--- config.mk ---
export PLATFORM = sky130hd
export DESIGN_NAME = branch_resolve_unit
export DESIGN_NICKNAME = d
export VERILOG_FILES = /design/src/rtl/branch_resolve_unit.sv
export SDC_FILE = /design/constraint.sdc
export NUM_CORES = 1
export LEC_CHECK = 0
export ABC_AREA = 1
export BUFFER_PORTS_ARGS = -buffer_cell sky130_fd_sc_hd__buf_2
export CORE_ASPECT_RATIO = 2
export CORE_MARGIN = 2
export CORE_UTILIZATION = 55
export DETAILED_ROUTE_END_ITERATION = 10
export GPL_TIMING_DRIVEN = 0
export PLACE_DENSITY = 0.93
export SLEW_MARGIN = 30
export SYNTH_ARGS = -nofsm -noshare
export SYNTH_HDL_FRONTEND = slang
export SYNTH_SLANG_ARGS = --single-unit
--- constraint.sdc ---
create_clock -name clk -period 2.95 [get_ports clk]
set_input_delay 0.4425 -clock clk [delete_from_list [all_inputs] [get_ports clk]]
set_output_delay 0.4425 -clock clk [all_outputs]
set_load 0.01 [all_outputs]
--- src/rtl/branch_resolve_unit.sv ---
// Branch resolution stage: evaluates BEQ/BNE/BLEZ/BGTZ and registers the next PC and mispredict flag.
// Optional statistics counters are enabled by defining BRANCH_STATS_EN.
module branch_resolve_unit #(
    parameter int WIDTH = 32,
    parameter int CNT_W = 16
) (
    input  logic             clk,
    input  logic             rst,
    input  logic             in_valid,
    input  logic [5:0]       OP,
    input  logic [WIDTH-1:0] RN1,
    input  logic [WIDTH-1:0] RN2,
    input  logic [WIDTH-1:0] pc_plus4,
    input  logic [15:0]      imm16,
    input  logic             pred_taken,
    input  logic             stall,
    input  logic             flush,
    output logic             out_valid,
    output logic             is_branch,
    output logic             taken,
    output logic [WIDTH-1:0] target,
    output logic             mispredict,
    output logic [CNT_W-1:0] branch_cnt,
    output logic [CNT_W-1:0] mispred_cnt
);

    typedef enum logic {
        EMPTY,
        VALID
    } state_t;

    state_t           state;
    state_t           next_state;

    logic             cur_is_branch;
    logic             cur_taken;
    logic [WIDTH-1:0] imm_ext;
    logic [WIDTH-1:0] branch_addr;

    logic             is_branch_r;
    logic             taken_r;
    logic             pred_r;
    logic [WIDTH-1:0] target_r;

    // Sign-extension via a sized cast stays legal even when WIDTH is exactly 16.
    assign imm_ext     = WIDTH'($signed(imm16));
    assign branch_addr = pc_plus4 + (imm_ext << 2);

    always_comb begin
        cur_is_branch = 1'b0;
        cur_taken     = 1'b0;
        case (OP)
            6'd4: begin
                cur_is_branch = 1'b1;
                cur_taken     = (RN1 == RN2);
            end
            6'd5: begin
                cur_is_branch = 1'b1;
                cur_taken     = (RN1 != RN2);
            end
            6'd6: begin
                cur_is_branch = 1'b1;
                cur_taken     = RN1[WIDTH-1] | (RN1 == '0);
            end
            6'd7: begin
                cur_is_branch = 1'b1;
                cur_taken     = ~RN1[WIDTH-1] & (RN1 != '0);
            end
            default: begin
                cur_is_branch = 1'b0;
                cur_taken     = 1'b0;
            end
        endcase
    end

    // Flush wins over stall so a squashed slot never survives a held pipeline.
    always_comb begin
        next_state = state;
        if (flush) begin
            next_state = EMPTY;
        end else if (!stall) begin
            next_state = in_valid ? VALID : EMPTY;
        end
    end

    always_ff @(posedge clk or posedge rst) begin
        if (rst) begin
            state <= EMPTY;
        end else begin
            state <= next_state;
        end
    end

    always_ff @(posedge clk or posedge rst) begin
        if (rst) begin
            is_branch_r <= 1'b0;
            taken_r     <= 1'b0;
            pred_r      <= 1'b0;
            target_r    <= '0;
        end else if (!stall) begin
            is_branch_r <= cur_is_branch;
            taken_r     <= cur_taken;
            pred_r      <= pred_taken;
            target_r    <= cur_taken ? branch_addr : pc_plus4;
        end
    end

    assign out_valid  = (state == VALID);
    assign is_branch  = out_valid & is_branch_r;
    assign taken      = out_valid & taken_r;
    assign target     = target_r;
    assign mispredict = out_valid & is_branch_r & (taken_r != pred_r);

`ifdef BRANCH_STATS_EN
    logic             count_branch;
    logic             count_mispred;
    logic [CNT_W-1:0] branch_cnt_r;
    logic [CNT_W-1:0] mispred_cnt_r;

    assign count_branch  = ~stall & ~flush & in_valid & cur_is_branch;
    assign count_mispred = count_branch & (cur_taken != pred_taken);

    // Both counters saturate at all-ones instead of wrapping.
    always_ff @(posedge clk or posedge rst) begin
        if (rst) begin
            branch_cnt_r  <= '0;
            mispred_cnt_r <= '0;
        end else begin
            if (count_branch && (branch_cnt_r != '1)) begin
                branch_cnt_r <= branch_cnt_r + 1'b1;
            end
            if (count_mispred && (mispred_cnt_r != '1)) begin
                mispred_cnt_r <= mispred_cnt_r + 1'b1;
            end
        end
    end

    assign branch_cnt  = branch_cnt_r;
    assign mispred_cnt = mispred_cnt_r;
`else
    assign branch_cnt  = '0;
    assign mispred_cnt = '0;
`endif

endmodule

# [After elaboration in Yosys (flattened, before gate mapping)]
# Cells that the tools add are included.
[classes] n_addsub=1 eq_ne=8 mux=6 bitwise=6 reduce_logical=3
[op_table] operator="$add A32 B32 Y32" n=1
[op_table] operator="$eq A32 B32 Y1" n=1
[op_table] operator="$logic_not A32 Y1" n=1
[op_table] operator="$mux W32" n=1
[op_table] operator="$ne A32 B32 Y1" n=1
[op_table] operator="$reduce_bool A32 Y1" n=1
[op_table] operator="$eq A6 B3 Y1 const B" n=4
[op_table] operator="$and A1 B1 Y1" n=4
[op_table] operator="$mux W1" n=4
[op_table] operator="$pmux W1 S4" n=1
[op_table] operator="$reduce_or A4 Y1" n=1
[op_table] operator="$ne A2 B1 Y1 const B" n=1
[op_table] operator="$ne A1 B1 Y1" n=1
[op_table] operator="$not A1 Y1" n=1
[op_table] operator="$or A1 B1 Y1" n=1
[totals] regBits=36 in_bits=124 output_inout_bits=68 wordCells=29

# [Logic depth before layout (Yosys ltp)]
[logic_depth] ltp_word=4 ltp_mapped=14 ltp_nobuf=14

# [Least setup slack after synthesis]
# Ideal clock, no wire load.
[synth_path] path_kind="input -> register" start="in pc_plus4[2]" end="reg target_r[18] (netlist: target[18])" setup_ps=118 arrival_ps=1862 t_required_ps=2832 slack_ps=970 stages=12 path_buffers=0 cell_sequence="ha_1 -> fa_1 -> nand3_1 -> nand3_1 -> nand2_1 -> nand2_1 -> nand2_1 -> nand3_1 -> xnor2_1 -> nand2_1 -> nand3_1 -> nand2_1"
[synth_via] elab_chain_cells=2
[synth_rtl] item="start: declaration" line_no="13" text="input logic [WIDTH-1:0] pc_plus4,"
[synth_rtl] item="$add A32 B32 Y32" line_no="47" text="assign branch_addr = pc_plus4 + (imm_ext << 2);"
[synth_rtl] item="$mux W32" line_no="104" text="target_r <= cur_taken ? branch_addr : pc_plus4;"
[synth_rtl] item="end signal: assignment" line_no="104"
[synth_rtl] item="end: declaration" line_no="43" text="logic [WIDTH-1:0] target_r;"
# No other way between the ends.
# A chain may end at the register's enable or synchronous reset.

# [Worst setup path after layout]
[layout_path] start="in imm16[15]" end="reg target_r[26] (netlist: target[26])"
[layout_via] elab_chain_cells=2
[layout_rtl] item="start: declaration" line_no="14" text="input logic [15:0] imm16,"
[layout_rtl] item="$add A32 B32 Y32" line_no="47"
[layout_rtl] item="$mux W32" line_no="104"
# No other way between the ends.

==> results.txt <==
layout cells sized above 1 = 20.5%
CTS tree = yes
commonest non-fill, non-tap cell in the layout = nand2_1
Cell Chain, Critical Path = buf_2, ha_1, nand2_1, nor2_1, nor3b_1, nand3_1, nand3_1, nand2_1, nand2_1, nand2_1, nand3_1, nand2_1
largest net degree at the start of global routing = 37
CP max stage delay = 0.51 ns
Pleak = 3.77 nW
H-tree depth = 2
Seq/Total Area, Yosys = 18.5%
root buf cell = clkbuf_16
crit path kind = in -> reg
fmax = 0.416 GHz
hold slack final = 0.269 ns
vias in the first global route = 5679
Worst R2R Setup Slack = 2.27 ns
fill cell count = 797
IO Pins = 192
Pwr Density = 341 nW/um^2
pre-CTS WS = 0.359 ns
clock sinks = 36
cells after synthesis = 848
initial antenna violation count = 0
DR pass1 iterations = 6
Synth area leaders = nand2_1, dfrtp_1, inv_1
syn avg cell area = 5.74 sq um
relative slew slack = 53.0%
worst reg2reg path depth = 2
Crit. End Element = flop
RSZ-0062 raised after global routing = no
Routed WL per cell = 14.4 um
Layout area overhead = 24.5%
die width = 70.5 um
Hold-fix buffers, CTS = 0
CTS max path bufs = 2
Startpoint Class = primary input
GPL Wtd Cong = 1.01
Mapped Area = 4860 sq um
FF+latch area = 901 sq um
most frequent cells in the layout = nand2_1, buf_2, inv_1
outcome = completed
First DRT Iteration DRCs = 290
Ant. Diodes = 0
setup TNS = 0 ns
total wire length = 16500 um
endpoints failing setup = 0
count of port buffers added during placement = 159
via count = 5924
Period Utilization, post-route = 81.5%
Initial Util = 56.6%
Reg clk slew, reported paths = 0.06 ns
die area = 9660 sq um
GRT Overall Usage = 33.8%
# rows = 48
Critical Path Fanout Max = 15
CP Data Arrival Time = 2.57 ns
Final Max Tran Viols = 0
multi-input combinational cell area = 3250 sq um
Ys Warns = 0
HP Class = in -> async
first-pass GRT wire length = 25400 um
Critical Path RT = 3.12 ns
Routed Antenna Nets = 0
# DRC = 0
grt total ovfl = 0
crit path setup slack, layout = 0.547 ns
CP dominant cell by count = nand2_1
Slowest-stage cell, CP = ha_1
post-synth top area cell = nand2_1
post-synthesis register bit count = 36
PostCTS Resize Cnt = 0
nets = 1199
Worst-Skew Late Latency = 0.28 ns
Post-CTS Setup Inserts = 0
Die H = 137 um
Final Hold Vio Count = 0
worst r2r dst = out_valid
HPWL Detailed = 14300 um
worst vdd ir = 0.208 mV
Fin Clk Skew = 0 ns
Critical R2R Launch = out_valid
top-area cell type share of the netlist area = 26.1%
Yosys cell types = 31
measured slew at the worst slew-check pin = 0.704 ns
vias per cell = 5.17
Period minus WS final = 2.40 ns
Placeable Area = 8590 sq um
Num CTS Buffers = 5
Max Cap Viol = 0
[report_power, final]
part / leakage [nW] / total, mW / internal, mW / switching (mW)
Sequential: 0.436 / 0.590 / 0.553 / 0.0367
Combinational: 3.25 / 0.941 / 0.375 / 0.566
Clock: 0.0772 / 0.531 / 0.337 / 0.195
Total: 3.77 / 2.06 / 1.27 / 0.798
[state kept, by name (all words and copies together) (netlist names)]
signal,count
taken_r,1
is_branch_r,1
pred_r,1
out_valid,1
target,32
[cell usage after synthesis, drive strengths merged]
| library cell | number |
|---|---|
| clkinv | 1 |
| fa | 1 |
| conb | 1 |
| dfrtp | 36 |
| o31ai | 1 |
| a21oi | 25 |
| clkbuf | 5 |
| nor3 | 6 |
| xnor2 | 37 |
| nand3 | 61 |
| buf | 46 |
| nand3b | 6 |
| nor4 | 2 |
| and2 | 2 |
| o21a | 1 |
| o21ai | 4 |
| a21o | 2 |
| inv | 128 |
| nor3b | 1 |
| xor2 | 2 |
| nand2 | 339 |
| o21bai | 6 |
| ha | 29 |
| nor2 | 69 |
| nand4 | 37 |
[per-stage QoR]
step	utilization, %	cell area (sq um)	cells	power [mW]
after global placement	68.7	5900	1138	1.51
after detailed placement	68.7	5900	1138	1.52
after CTS	70.5	6050	1146	2.05
after floorplan	-	4980	879	1.19
final	70.5	6050	1146	2.06
after global routing	70.5	6050	1146	2.18
[per-layer routing]
layer,routed length (um),track usage (%)
met1,5080,29.4
met2,8910,67.1
met3,1090,3.24
met4,1400,26.8
met5,0,0
[layout make-up]
class	count	share of cell area (%)
Tap cell	100	2.07
Sequential cell	36	14.9
Timing Repair Buffer	159	13.1
Clock inverter	2	0.227
Multi-Input combinational cell	663	53.7
Inverter	129	8.00
Buffer	51	5.68
Clock buffer	6	2.29
[logic make-up after synthesis]
family / count (synthesis) / synth area share, %
compound gates: 39 / 4.53
simple gates: 523 / 44.9
flops: 36 / 18.5
other cells: 1 / 0.0771
fa+ha+maj: 30 / 7.87
xor+xnor: 39 / 7.02
buf+inv: 180 / 17.0
[worst max-delay path by stage]
stage                     start          to  cells past startpoint
floorplan           pc_plus4[2]  target[18]                     12
global placement      imm16[15]  target[26]                     12
detailed placement    imm16[15]  target[24]                     12
CTS                   imm16[15]  target[26]                     12
global route          imm16[15]  target[26]                     12
finish                imm16[15]  target[26]                     12
[worst max-delay path: cells and delay by family]
kind                     cells  cell delay [ns]
buffers and inverters        1             0.22
AND/OR/NAND/NOR             10             1.41
adder cells (fa/ha/maj)      1             0.51
Power figures use the tool's default switching activity.
